===== src/rtl/uart_tx_pkg.sv =====
// Shared types and helpers for the UART serialiser: FSM states, parity modes,
// frame-length clamping and stop-bit duration.
package uart_tx_pkg;

  typedef enum logic [2:0] {
    ST_IDLE,
    ST_START,
    ST_DATA,
    ST_PARITY,
    ST_STOP
  } tx_state_t;

  // Parity mode is {sticky_parity, eps}
  localparam logic [1:0] PAR_ODD   = 2'b00;
  localparam logic [1:0] PAR_EVEN  = 2'b01;
  localparam logic [1:0] PAR_MARK  = 2'b10;
  localparam logic [1:0] PAR_SPACE = 2'b11;

  localparam int unsigned MIN_LEN = 5;

  function automatic int unsigned clamp_len(input int unsigned len, input int unsigned max_len);
    int unsigned r;
    r = len;
    if (len < MIN_LEN) r = MIN_LEN;
    else if (len > max_len) r = max_len;
    return r;
  endfunction

  // 1.5 stop bits only apply to 5-bit frames; other lengths get 2 with stb set.
  function automatic int unsigned stop_ticks(input logic stb, input int unsigned len,
                                             input int unsigned ovs);
    int unsigned r;
    r = ovs;
    if (stb) r = (len == MIN_LEN) ? (3 * ovs) / 2 : 2 * ovs;
    return r;
  endfunction

  function automatic logic parity_bit(input logic [1:0] mode, input logic x);
    logic r;
    case (mode)
      PAR_ODD:  r = ~x;
      PAR_EVEN: r = x;
      PAR_MARK: r = 1'b1;
      default:  r = 1'b0;
    endcase
    return r;
  endfunction

endpackage


===== src/rtl/uart_bit_timer.sv =====
// Down-counter paced by baud_pulse; done marks the final tick of a loaded
// interval. Shared between the TX and RX paths.
module uart_bit_timer #(
  parameter int CNT_W = 5
) (
  input  logic             clk,
  input  logic             rst_n,
  input  logic             tick,
  input  logic             load,
  input  logic [CNT_W-1:0] load_val,
  output logic             done
);

  logic [CNT_W-1:0] cnt_q, cnt_d;

  // A load on the same edge as a tick wins, so back-to-back intervals chain
  always_comb begin
    cnt_d = cnt_q;
    if (load) cnt_d = load_val;
    else if (tick && (cnt_q != '0)) cnt_d = cnt_q - CNT_W'(1);
  end

  always_ff @(posedge clk or negedge rst_n) begin
    if (!rst_n) cnt_q <= '0;
    else        cnt_q <= cnt_d;
  end

  assign done = tick && (cnt_q == '0);

endmodule


===== src/rtl/uart_tx_frame.sv =====
// UART frame serialiser: start, 5..DATA_W data bits LSB first, optional parity,
// 1/1.5/2 stop bits. Define UART_AUTO_CTS_EN to gate frame loads on cts_n.
module uart_tx_frame
  import uart_tx_pkg::*;
#(
  parameter int OVS    = 16,
  parameter int DATA_W = 8,
  parameter int LEN_W  = $clog2(DATA_W + 1)
) (
  input  logic              clk,
  input  logic              rst_n,
  input  logic              baud_pulse,
  input  logic [DATA_W-1:0] din,
  input  logic              din_valid,
  input  logic [LEN_W-1:0]  len,
  input  logic              pen,
  input  logic              eps,
  input  logic              sticky_parity,
  input  logic              stb,
  input  logic              set_break,
`ifdef UART_AUTO_CTS_EN
  input  logic              cts_n,
`endif
  output logic              pop,
  output logic              sreg_empty,
  output logic              busy,
  output logic              tx
);

  localparam int CNT_W = $clog2(2 * OVS);
  localparam logic [CNT_W-1:0] BIT_TICKS = CNT_W'(OVS - 1);

  tx_state_t         state_q, state_d;
  logic [DATA_W-1:0] shreg_q, shreg_d;
  logic [LEN_W-1:0]  len_q, len_d;
  logic [LEN_W-1:0]  bitcnt_q, bitcnt_d;
  logic              stb_q, stb_d;
  logic              pen_q, pen_d;
  logic              par_q, par_d;
  logic              line_q, line_d;
  logic              busy_q, busy_d;
  logic              empty_q, empty_d;
  logic              pop_q, pop_d;
  logic              tx_q;

  logic              can_load;
  logic              do_load;
  logic              bit_done;
  logic              tmr_load;
  logic [CNT_W-1:0]  tmr_val;
  logic [CNT_W-1:0]  stop_val;
  logic [LEN_W-1:0]  len_clamped;
  logic [DATA_W-1:0] data_mask;
  logic              load_parity;

`ifdef UART_AUTO_CTS_EN
  assign can_load = din_valid & ~cts_n;
`else
  assign can_load = din_valid;
`endif

  assign len_clamped = LEN_W'(clamp_len(32'(len), 32'(DATA_W)));

  // Parity covers only the bits actually sent, so mask by the clamped length
  for (genvar gi = 0; gi < DATA_W; gi++) begin : g_mask
    assign data_mask[gi] = (LEN_W'(gi) < len_clamped);
  end

  assign load_parity = parity_bit({sticky_parity, eps}, ^(din & data_mask));
  assign stop_val    = CNT_W'(stop_ticks(stb_q, 32'(len_q), 32'(OVS)) - 32'd1);

  uart_bit_timer #(
    .CNT_W (CNT_W)
  ) u_bit_timer (
    .clk      (clk),
    .rst_n    (rst_n),
    .tick     (baud_pulse),
    .load     (tmr_load),
    .load_val (tmr_val),
    .done     (bit_done)
  );

  always_comb begin
    state_d  = state_q;
    shreg_d  = shreg_q;
    len_d    = len_q;
    bitcnt_d = bitcnt_q;
    stb_d    = stb_q;
    pen_d    = pen_q;
    par_d    = par_q;
    line_d   = line_q;
    busy_d   = busy_q;
    empty_d  = empty_q;
    pop_d    = 1'b0;
    tmr_load = 1'b0;
    tmr_val  = '0;
    do_load  = 1'b0;

    unique case (state_q)
      ST_IDLE: begin
        if (baud_pulse && can_load) do_load = 1'b1;
      end
      ST_START: begin
        if (bit_done) begin
          state_d  = ST_DATA;
          line_d   = shreg_q[0];
          shreg_d  = shreg_q >> 1;
          bitcnt_d = LEN_W'(1);
          tmr_load = 1'b1;
          tmr_val  = BIT_TICKS;
        end
      end
      ST_DATA: begin
        if (bit_done) begin
          tmr_load = 1'b1;
          if (bitcnt_q == len_q) begin
            if (pen_q) begin
              state_d = ST_PARITY;
              line_d  = par_q;
              tmr_val = BIT_TICKS;
            end else begin
              state_d = ST_STOP;
              line_d  = 1'b1;
              empty_d = 1'b1;
              tmr_val = stop_val;
            end
          end else begin
            line_d   = shreg_q[0];
            shreg_d  = shreg_q >> 1;
            bitcnt_d = bitcnt_q + LEN_W'(1);
            tmr_val  = BIT_TICKS;
          end
        end
      end
      ST_PARITY: begin
        if (bit_done) begin
          state_d  = ST_STOP;
          line_d   = 1'b1;
          empty_d  = 1'b1;
          tmr_load = 1'b1;
          tmr_val  = stop_val;
        end
      end
      ST_STOP: begin
        // The final stop tick doubles as the load tick: no idle gap between frames
        if (bit_done) begin
          if (can_load) begin
            do_load = 1'b1;
          end else begin
            state_d = ST_IDLE;
            busy_d  = 1'b0;
          end
        end
      end
      default: state_d = ST_IDLE;
    endcase

    if (do_load) begin
      state_d  = ST_START;
      shreg_d  = din;
      len_d    = len_clamped;
      stb_d    = stb;
      pen_d    = pen;
      par_d    = load_parity;
      bitcnt_d = '0;
      line_d   = 1'b0;
      busy_d   = 1'b1;
      empty_d  = 1'b0;
      pop_d    = 1'b1;
      tmr_load = 1'b1;
      tmr_val  = BIT_TICKS;
    end
  end

  always_ff @(posedge clk or negedge rst_n) begin
    if (!rst_n) begin
      state_q  <= ST_IDLE;
      shreg_q  <= '0;
      len_q    <= '0;
      bitcnt_q <= '0;
      stb_q    <= 1'b0;
      pen_q    <= 1'b0;
      par_q    <= 1'b0;
      line_q   <= 1'b1;
      busy_q   <= 1'b0;
      empty_q  <= 1'b1;
      pop_q    <= 1'b0;
      tx_q     <= 1'b1;
    end else begin
      state_q  <= state_d;
      shreg_q  <= shreg_d;
      len_q    <= len_d;
      bitcnt_q <= bitcnt_d;
      stb_q    <= stb_d;
      pen_q    <= pen_d;
      par_q    <= par_d;
      line_q   <= line_d;
      busy_q   <= busy_d;
      empty_q  <= empty_d;
      pop_q    <= pop_d;
      // Break masks the line without stalling the frame underneath
      tx_q     <= line_q & ~set_break;
    end
  end

  assign pop        = pop_q;
  assign sreg_empty = empty_q;
  assign busy       = busy_q;
  assign tx         = tx_q;

endmodule


===== config.mk =====
export PLATFORM = sky130hd
export DESIGN_NAME = uart_tx_frame
export DESIGN_NICKNAME = d
export VERILOG_FILES = /design/src/rtl/uart_tx_pkg.sv /design/src/rtl/uart_bit_timer.sv /design/src/rtl/uart_tx_frame.sv
export SDC_FILE = /design/constraint.sdc
export NUM_CORES = 1
export LEC_CHECK = 0
export BUFFER_PORTS_ARGS = -buffer_cell sky130_fd_sc_hd__buf_2
export CORE_MARGIN = 10
export CORE_UTILIZATION = 50
export DETAILED_ROUTE_END_ITERATION = 7
export PLACE_DENSITY = 0.71
export SYNTH_ARGS = -nofsm -noshare
export SYNTH_HDL_FRONTEND = slang
export SYNTH_SLANG_ARGS = --single-unit

===== constraint.sdc =====
create_clock -name clk -period 2.55 [get_ports clk]
set_input_delay 0.3825 -clock clk [delete_from_list [all_inputs] [get_ports clk]]
set_output_delay 0.3825 -clock clk [all_outputs]
set_load 0.02 [all_outputs]

==> impl_metrics.tcl <==
set metrics [dict create \
    layout_setup_ws_ns 0.369 \
    gp_congestion 0.845 \
    grt_pass1_vias 1530 \
    synth.area.mux_share_pct 4.42 \
    reg2reg_setup_slack_ns 0.37 \
    fillCellCount 321 \
    row_count 21 \
    dieHeight_um 80.6 \
    start_util_pct 53.4 \
    yosysUniqueCellTypes 49 \
    post_synth.cell_area_avg_um2 9.67 \
    ys.flop_type "dfrtp_1" \
    finalSetupViolCount 0 \
    fin_crit_ns 2.18 \
    placeableCoreArea_um2 3440 \
    met3_usage_pct 4.57 \
    path_clk_slew_ns 0.07 \
    fin_skew_ns 0.00778 \
    cellLeakagePower_nw 0.976 \
    root_buffer "clkbuf_8" \
    crit_fanout 24 \
    wirelength_um 3880 \
    synth-seq-area-share_pct 43.8 \
    port_buffers 24 \
    nNetsFinal 241 \
    cts.sinks 32 \
    dpl.cell_count 256 \
    hp-class "in2async" \
    synth-compound-area-share_pct 20.1 \
    area_delta_synth_final_pct 15.9 \
    top_usage_layer "met2" \
    synthAdderAreaFrac_pct 2.04 \
    cts_resized 0 \
    wl_per_cell_um 14.7 \
    dpl.hpwl_um 3020 \
    met2_usage_pct 21.9 \
    maxCapViolCount 0 \
    yosys_warnings 0 \
    async_reset_ff_share_pct 100 \
    via_count 1492 \
    fmax_ghz 0.459 \
    synth_top_family_by_area "simple AND/OR/NAND/NOR gates" \
    p_total_w 0.00209 \
    worst_skew_pair.late_latency_ns 0.29 \
    pin_count 25 \
    hold_viol 0 \
    dr.pass1.iters 4 \
    ir_drop_mv 0.410 \
    grt_pass1_wl_um 6930 \
    grt_max_degree 33 \
    synth_area_leaders "dfrtp_1 (39%), nand2_1 (4.7%), dfstp_2 (4.3%)" \
    final.setup.tns_ns 0 \
    rsz0062_at_grt "no" \
    mostFrequentLayoutCells "dfrtp_1 (29), buf_2 (24), nand2_1 (23)" \
    cp-end-kind "flip-flop" \
    outcome "finished clean" \
    crit_arrival_ns 2.37 \
    postCtsSetupBuffers 0 \
    synth-simple-area-share_pct 21.6 \
    synth_edf_count 0 \
    final_common_cell "dfrtp_1" \
    grt.overflow.total 0 \
    fin_crit_sh_pct 85.5 \
    yosysTopAreaCell "dfrtp_1" \
    cts.path.max_buffers 2 \
    die_area_um2 6500 \
    dp_worst_setup_slack_ns 0.369 \
    die_w_um 80.6 \
    crit_type "reg2reg" \
    via_per_inst 5.65 \
    drv_slew 0 \
    netlist_instances 190 \
    p_per_area_nw_per_um2 981 \
    drt_iter0_markers 115 \
    synth_nets 214 \
    worst_slew_pin_slew_ns 0.688 \
    startpoint_type "flip-flop" \
    grt_use_met1_pct 15.9 \
    critPathRequiredTime_ns 2.74 \
    numCtsBuffers 5 \
    n_antenna_cell 0 \
    ys_seq_elements 32 \
    antenna_found_initial 0 \
    drive_above_1_share_pct 21.1 \
    grt_usage_pct 13.4 \
    htreeDepth 2 \
    relSlewSlack_pct 54.1 \
    cts_tree "yes" \
    synth_top_area_share_pct 39.5 \
    synth_xor_area_share_pct 5.24 \
    ant_nets 0 \
    syn_area_um2 1840 \
    fin_hold_ws_ns 0.132 \
    ctsHoldBuffers 0 \
    finalNonFillerCells 264 \
    drc_errors 0 \
]
[logic make-up after synthesis]
logic type	after synthesis
buf+inv	11
flops	32
fa+ha+maj	3
compound gates	53
simple gates	72
xor+xnor	11
mux	8
[sequential cells by signal (all words and copies together) (netlist names), 3 cells and up]
| signal | cells |
|---|---|
| bitcnt_q | 4 |
| state_q | 3 |
| len_q | 4 |
| shreg_q | 8 |
| u_bit_timer.cnt_q | 5 |
[cell usage after synthesis (4+ instances only)]
cell type	number
xnor2_1	6
nand2_1	23
nor2_1	18
a31oi_1	5
nor2b_1	5
nor3_1	4
dfrtp_1	29
xor2_1	5
mux2i_1	7
o21ai_0	11
inv_1	4
a21oi_1	14
[power by group]
group,switching [W],internal [W]
sequential,0.000173,0.000706
clock,0.000183,0.000345
combinational,0.000379,0.000305
[area by class of cell]
| cell class | count | area [um2] | share of cell area [%] |
|---|---|---|---|
| Clock inverter | 1 | 30.0 | 1.41 |
| Inverter | 5 | 23.8 | 1.12 |
| Multi-Input combinational cell | 147 | 983 | 46.2 |
| Timing Repair Buffer | 26 | 135 | 6.34 |
| Sequential cell | 32 | 805 | 37.8 |
| Tap cell | 46 | 57.6 | 2.70 |
| Clock buffer | 7 | 96.3 | 4.52 |
[metrics by stage]
| step | util (%) | area [um2] |
|---|---|---|
| CTS | 61.9 | 2130 |
| global route | 61.9 | 2130 |
| floorplan | - | 1840 |
| detailed placement | 58.2 | 2000 |
| global placement | 58.2 | 2000 |
| finish | 61.9 | 2130 |
[layer usage]
layer	up-vias	share of wire, %
li1	743	-
met1	710	44
met2	33	48
met3	6	5.6
met4	0	1.5
met5	-	0
[critical path, stage by stage, from the launching register on]
cell     delay (ns)
dfrtp_1        0.40
inv_1          0.10
ha_1           0.19
or4b_1         0.61
nand2_4        0.15
nand4_4        0.14
buf_4          0.26
o31ai_1        0.24
[final timing paths]
path                       cells after the start                             start                      end
max                                            7  u_bit_timer.cnt_q[0]$_DFFE_PN0P_        par_q$_DFFE_PN0P_
min                                            1                             rst_n  bitcnt_q[1]$_DFFE_PN0P_
max reg2reg                                    7  u_bit_timer.cnt_q[0]$_DFFE_PN0P_        par_q$_DFFE_PN0P_
min reg2reg                                    1                line_q$_DFFE_PN1P_             tx$_DFF_PN1_
max in group asynchronous                      1                             rst_n         busy$_DFFE_PN0P_
min in group clk                               2                         set_break             tx$_DFF_PN1_
Power figures use the tool's default switching activity.
